<file path="config.mk">
export PLATFORM = sky130hd
export DESIGN_NAME = psimd_fflags_accum
export DESIGN_NICKNAME = d
export VERILOG_FILES = /design/src/rtl/psimd_exc_pkg.sv /design/src/rtl/psimd_lane_prio_enc.sv /design/src/rtl/psimd_fflags_accum.sv
export SDC_FILE = /design/constraint.sdc
export NUM_CORES = 1
export LEC_CHECK = 0
export ABC_CLOCK_PERIOD_IN_PS = 2200
export CAP_MARGIN = 20
export CORE_ASPECT_RATIO = 1.1
export CORE_MARGIN = 5
export CORE_UTILIZATION = 40
export CTS_BUF_LIST = sky130_fd_sc_hd__clkbuf_4 sky130_fd_sc_hd__clkbuf_8
export CTS_CLUSTER_SIZE = 12
export DETAILED_ROUTE_END_ITERATION = 8
export GPL_ROUTABILITY_DRIVEN = 1
export GPL_TIMING_DRIVEN = 0
export PLACE_DENSITY = 0.76
export SLEW_MARGIN = 0
export SYNTH_ARGS = -nofsm -noshare
export SYNTH_HDL_FRONTEND = slang
export SYNTH_SLANG_ARGS = --single-unit
</file>
<file path="constraint.sdc">
create_clock -name clk -period 2.2 [get_ports clk]
set_clock_uncertainty 0.05 [all_clocks]
set_input_delay 0.33 -clock clk [delete_from_list [all_inputs] [get_ports clk]]
set_output_delay 0.33 -clock clk [all_outputs]
set_load 0.03 [all_outputs]
</file>
<file path="src/rtl/psimd_exc_pkg.sv">
// Shared types and constants for the PSIMD exception-flag accumulation path.
// Flag bit order everywhere is {NV,DZ,OF,UF,NX}.
package psimd_exc_pkg;

  localparam int NUM_LANES = 4;

  localparam int FLG_NX = 0;
  localparam int FLG_UF = 1;
  localparam int FLG_OF = 2;
  localparam int FLG_DZ = 3;
  localparam int FLG_NV = 4;

  typedef logic [4:0] fflags_t;

  typedef enum logic {
    IDLE    = 1'b0,
    PENDING = 1'b1
  } trap_state_t;

endpackage

</file>
<file path="src/rtl/psimd_lane_prio_enc.sv">
// Lowest-index priority encoder over the PSIMD lanes, with a found flag.
module psimd_lane_prio_enc #(
  parameter int NUM_LANES = psimd_exc_pkg::NUM_LANES
) (
  input  logic [NUM_LANES-1:0] req,
  output logic [1:0]           idx,
  output logic                 found
);

  // Scan from the top down so the lowest set lane wins.
  always_comb begin
    idx   = 2'd0;
    found = 1'b0;
    for (int i = NUM_LANES - 1; i >= 0; i--) begin
      if (req[i]) begin
        idx   = 2'(i);
        found = 1'b1;
      end
    end
  end

endmodule

</file>
<file path="src/rtl/psimd_fflags_accum.sv">
// Accumulates masked per-lane PSIMD exception flags into sticky fflags,
// counts flagged results and raises a backpressuring trap request.
module psimd_fflags_accum
  import psimd_exc_pkg::*;
#(
  parameter int NUM_LANES = psimd_exc_pkg::NUM_LANES,
  parameter int CNT_W     = 16
) (
  input  logic                 clk,
  input  logic                 rst,
  input  logic                 res_valid,
  output logic                 res_ready,
  input  logic [NUM_LANES-1:0] lane_mask,
  input  logic [NUM_LANES-1:0] invalid,
  input  logic [NUM_LANES-1:0] div_by_zero,
  input  logic [NUM_LANES-1:0] overflow,
  input  logic [NUM_LANES-1:0] underflow,
  input  logic [NUM_LANES-1:0] inexact,
  input  logic                 csr_rd_en,
  input  logic                 csr_wr_en,
  input  logic [4:0]           csr_wdata,
  output logic [4:0]           csr_rdata,
  output logic                 csr_rvalid,
  input  logic                 cnt_clr,
  output logic [CNT_W-1:0]     exc_count,
  input  logic [4:0]           trap_en,
  output logic                 trap_req,
  input  logic                 trap_ack,
  output logic [4:0]           trap_cause,
  output logic [1:0]           trap_lane
);

  trap_state_t          state, state_next;
  fflags_t              fflags;
  fflags_t              new_flags;
  logic                 acc;
  logic [NUM_LANES-1:0] lane_hit;
  logic [1:0]           hit_lane;
  logic                 hit_found;
  logic                 trap_fire;

  assign res_ready = (state == IDLE);
  assign trap_req  = (state == PENDING);
  assign acc       = res_valid & res_ready;

  always_comb begin
    new_flags = '0;
    if (acc) begin
      new_flags[FLG_NV] = |(invalid     & lane_mask);
      new_flags[FLG_DZ] = |(div_by_zero & lane_mask);
      new_flags[FLG_OF] = |(overflow    & lane_mask);
      new_flags[FLG_UF] = |(underflow   & lane_mask);
      new_flags[FLG_NX] = |(inexact     & lane_mask);
    end
  end

  // A lane hits when it is active and carries at least one trap-enabled flag.
  always_comb begin
    lane_hit = '0;
    for (int i = 0; i < NUM_LANES; i++) begin
      lane_hit[i] = lane_mask[i] &
                    ((invalid[i]     & trap_en[FLG_NV]) |
                     (div_by_zero[i] & trap_en[FLG_DZ]) |
                     (overflow[i]    & trap_en[FLG_OF]) |
                     (underflow[i]   & trap_en[FLG_UF]) |
                     (inexact[i]     & trap_en[FLG_NX]));
    end
  end

  psimd_lane_prio_enc #(
    .NUM_LANES(NUM_LANES)
  ) u_lane_prio (
    .req  (lane_hit),
    .idx  (hit_lane),
    .found(hit_found)
  );

  // Any hitting lane implies |(new_flags & trap_en) for an accepted result.
  assign trap_fire = acc & hit_found;

  always_ff @(posedge clk or posedge rst) begin
    if (rst) begin
      state <= IDLE;
    end else begin
      state <= state_next;
    end
  end

  always_comb begin
    state_next = state;
    case (state)
      IDLE:    if (trap_fire) state_next = PENDING;
      PENDING: if (trap_ack)  state_next = IDLE;
      default: state_next = IDLE;
    endcase
  end

  always_ff @(posedge clk or posedge rst) begin
    if (rst) begin
      trap_cause <= '0;
      trap_lane  <= '0;
    end else if (state == IDLE && trap_fire) begin
      trap_cause <= new_flags & trap_en;
      trap_lane  <= hit_lane;
    end
  end

  // CSR write lands first, then this result's flags are ORed on top.
  always_ff @(posedge clk or posedge rst) begin
    if (rst) begin
      fflags <= '0;
    end else begin
      fflags <= (csr_wr_en ? csr_wdata : fflags) | new_flags;
    end
  end

  always_ff @(posedge clk or posedge rst) begin
    if (rst) begin
      csr_rdata  <= '0;
      csr_rvalid <= 1'b0;
    end else begin
      csr_rvalid <= csr_rd_en;
      if (csr_rd_en) csr_rdata <= fflags;
    end
  end

  always_ff @(posedge clk or posedge rst) begin
    if (rst) begin
      exc_count <= '0;
    end else if (cnt_clr) begin
      exc_count <= '0;
    end else if (acc && (|new_flags) && (exc_count != {CNT_W{1'b1}})) begin
      exc_count <= exc_count + 1'b1;
    end
  end

endmodule

</file>
==> results.md <==
- Period minus WS final: 2.13 ns
- Worst IR Drop VDD: 0.000587 V
- Cell with the most instances after synthesis: dfrtp_1
- R2R Path End: exc_count[8]
- Post-Layout Cell Count: 329
- Complex-gate fraction of the synthesized area: 24.0%
- Vias in the first global route: 1869
- Distinct cells, synth: 49
- Dominant cell type by area after synthesis: dfrtp_1
- Die Span Y: 84.3 um
- Net count after synthesis: 232
- Total CTS buffers: 5
- Xor/xnor share of the synthesized area: 0%
- Final antenna-violating net count: 0
- Core area: 4930 um^2
- First-pass GRT wire length: 9090 um
- R2R Setup Slk: 0.13 ns
- Top-area cell type share of the netlist area: 43.6%
- Layout cell share with drive strength beyond 1: 24.0%
- Syn Inst Count: 190
- Top cells by count, synth: dfrtp_1 (35), nand2_1 (21), a22oi_1 (14)
- Crit-path max FO: 10
- Row count: 27
- PwrDens: 611 nW/um^2
- Leakage dissipation: 1.11 nW
- Dpl cells: 318
- Largest stage delay, worst path: 0.66 ns
- Final-stage net count: 312
- Yosys reg bits: 35
- Initial core utilization: 40.7%
- Post-CTS Hold Fix Bufs: 0
- Clock latency on the worst-skew pair: 0.28 ns
- Via/cell ratio: 5.74
- Sw frac: 32.7%
- Seq pwr share: 42.4%
- Top Family by Delay on Critical Path: simple AND/OR/NAND/NOR gates
- EDFF count, synth: 0
- Final WL: 5450 um
- Full die area: 6540 um^2
- Crit path DAT: 2.28 ns
- Post-synthesis sequential area ratio: 43.6%
- Asr flop ratio synth: 100%
- Status: complete, no violations
- Cells along the critical path: clkdlybuf4s50_1, a22oi_1, nand2_1, nor4_2, and2_1, buf_4, or4_2, a21oi_2
- Final setup vio count: 0
- Int Pwr: 1.20 mW
- Slowest cell on the critical path: or4_2
- Initial drt markers: 121
- Die Wd: 77.6 um
- Drt drc: 0
- Detailed placer's ending HPWL: 4230 um
- Syn Area/Cell: 10.6 um^2
- Combinational share of power: 32.4%
- Routability cong.: 0.791
- CP Buf/Inv Count: 2
- Pre-antenna DRT Iters: 4
- Synth top area cells: dfrtp_1 (44%), a22oi_1 (5.2%), a21oi_2 (3.9%)
- Clock Power Share: 25.2%
- Post-synthesis simple-gate area fraction: 22.0%
- CTS clk-pin slew, worst paths: 0.07 ns
- Fill cell count: 437
- CTS Buffer Depth: 2
- Synthesis-to-layout area growth: 46.0%
- Main combinational cell family by area after synthesis: compound AO/OA/AOI/OAI gates
- Top FF cell, synth: dfrtp_1
- Slew Viols, Final: 0
- GRT overflow: 0
- Worst Setup Start Kind: primary input
- Initial antenna violation count: 0
- Mapped Area: 2010 um^2
- HP Class: in2async
- Worst-margin pin slew: 0.669 ns
- Wire per inst: 16.6 um
- RR Startpoint: trap_req
- Critical Path Sink Type: register
- Via count: 1890
- CP Class: in2reg
- Worst Reg2Reg Path Length in Cells: 6
- RSZ-0062 raised after global routing: no
- Final Cycle Share: 96.7%
- H-tree depth: 2
- Adder and majority gate portion of the synthesized area: 0.623%
- Post-synthesis mux area share: 5.36%
- Clock sinks: 35
- Yosys warning count: 0
- Psw: 0.585 mW
- Maxcap violations: 0
- Antenna diode count: 0
- Hold Vio Cnt, Final: 0
- CTS root buf: clkbuf_8
- Largest net degree at the start of global routing: 25
- Port buffer count: 69
- Fmax: 470 MHz
- Crit path required time: 2.36 ns
- Seq. cell area: 881 um^2
- Slew headroom: 55.4%
- Core Util, Final: 59.4%
- Total track usage: 16.9%
- CTS tree: yes
- IO Count: 72
- Area of the multi-input gates: 1060 um^2
cell usage in the layout, fill, tap and decap left out, types with 4 or more instances in the layout:
cell / n
or4_2: 6
o31ai_1: 5
a32o_1: 5
clkdlybuf4s50_1: 65
dfrtp_1: 31
nand3_1: 6
mux2_2: 5
a222oi_1: 4
o31ai_2: 4
clkbuf_8: 5
nor2b_1: 7
buf_4: 4
a221o_1: 4
nor2_1: 7
nand2_1: 19
a21oi_2: 9
dlygate4sd2_1: 4
a21oi_1: 8
o21ai_0: 4
a22oi_1: 13
dfrtp_2: 4
flip-flops by register name (all words and copies together) (netlist names):
name / flops
trap_req: 1
trap_cause: 5
csr_rvalid: 1
csr_rdata: 5
fflags: 5
trap_lane: 2
exc_count: 16
logic make-up (layout without fill, tap and decap cells):
group / after synthesis / after routing
flip-flops: 35 / 35
buffers and inverters: 12 / 93
adder cells (fa/ha/maj): 1 / 1
AO/OA/AOI/OAI: 60 / 60
multiplexers: 9 / 9
AND/OR/NAND/NOR: 73 / 73
per-stage QoR:
step	hold slack (ns)	worst slack, ns	area (um^2)	power (mW)	TNS, ns
3_5_place_dp	0.430	-0.431	2800	1.35	-5.36
2_1_floorplan	0.311	0.0553	2010	1.07	0
6_report	0.347	0.0730	2930	1.79	0
4_1_cts	0.364	0.0337	2880	1.80	0
5_1_grt	0.390	0.00398	2930	1.88	0
3_3_place_gp	0.426	-0.435	2780	1.34	-5.29
worst max-delay path by stage:
stage	start	slack, ns	end	cells after the start
final	overflow[3]	0.07	exc_count[8]	8
after detailed placement	lane_mask[3]	-0.43	exc_count[12]	8
after global routing	overflow[0]	0.004	exc_count[5]	8
after floorplan	exc_count[7]	0.06	exc_count[6]	7
after global placement	lane_mask[3]	-0.43	exc_count[10]	8
after CTS	res_valid	0.03	exc_count[8]	7
final cells by class:
type                            count  share of cell area, %
Tap cell                           58                   2.48
Inverter                            3                  0.384
Buffer                              9                   2.90
Clock inverter                      3                  0.512
Multi-Input combinational cell    143                   36.2
Clock buffer                        5                   2.35
Timing Repair Buffer               73                   25.1
Sequential cell                    35                   30.0
timing repair:
| item | CTS | global route |
|---|---|---|
| setup endpoints to repair | 10 | 15 |
| pin swaps | 0 | 8 |
| gates cloned | 0 | 0 |
| gates resized for setup | 5 | 10 |
| buffers inserted | 0 | 3 |
power groups by stage:
stage,logic (mW),clock network [mW],registers [mW]
floorplan,0.189,0,0.884
global placement,0.569,0,0.768
detailed placement,0.580,0,0.770
CTS,0.580,0.463,0.759
global route,0.620,0.489,0.769
finish,0.581,0.451,0.758
metal layers:
metal	GRT usage (%)	wire length (um)
met1	21.2	2300
met2	29.4	2810
met3	2.47	257
met4	5.63	87
met5	0	0
Power figures use the tool's default switching activity.
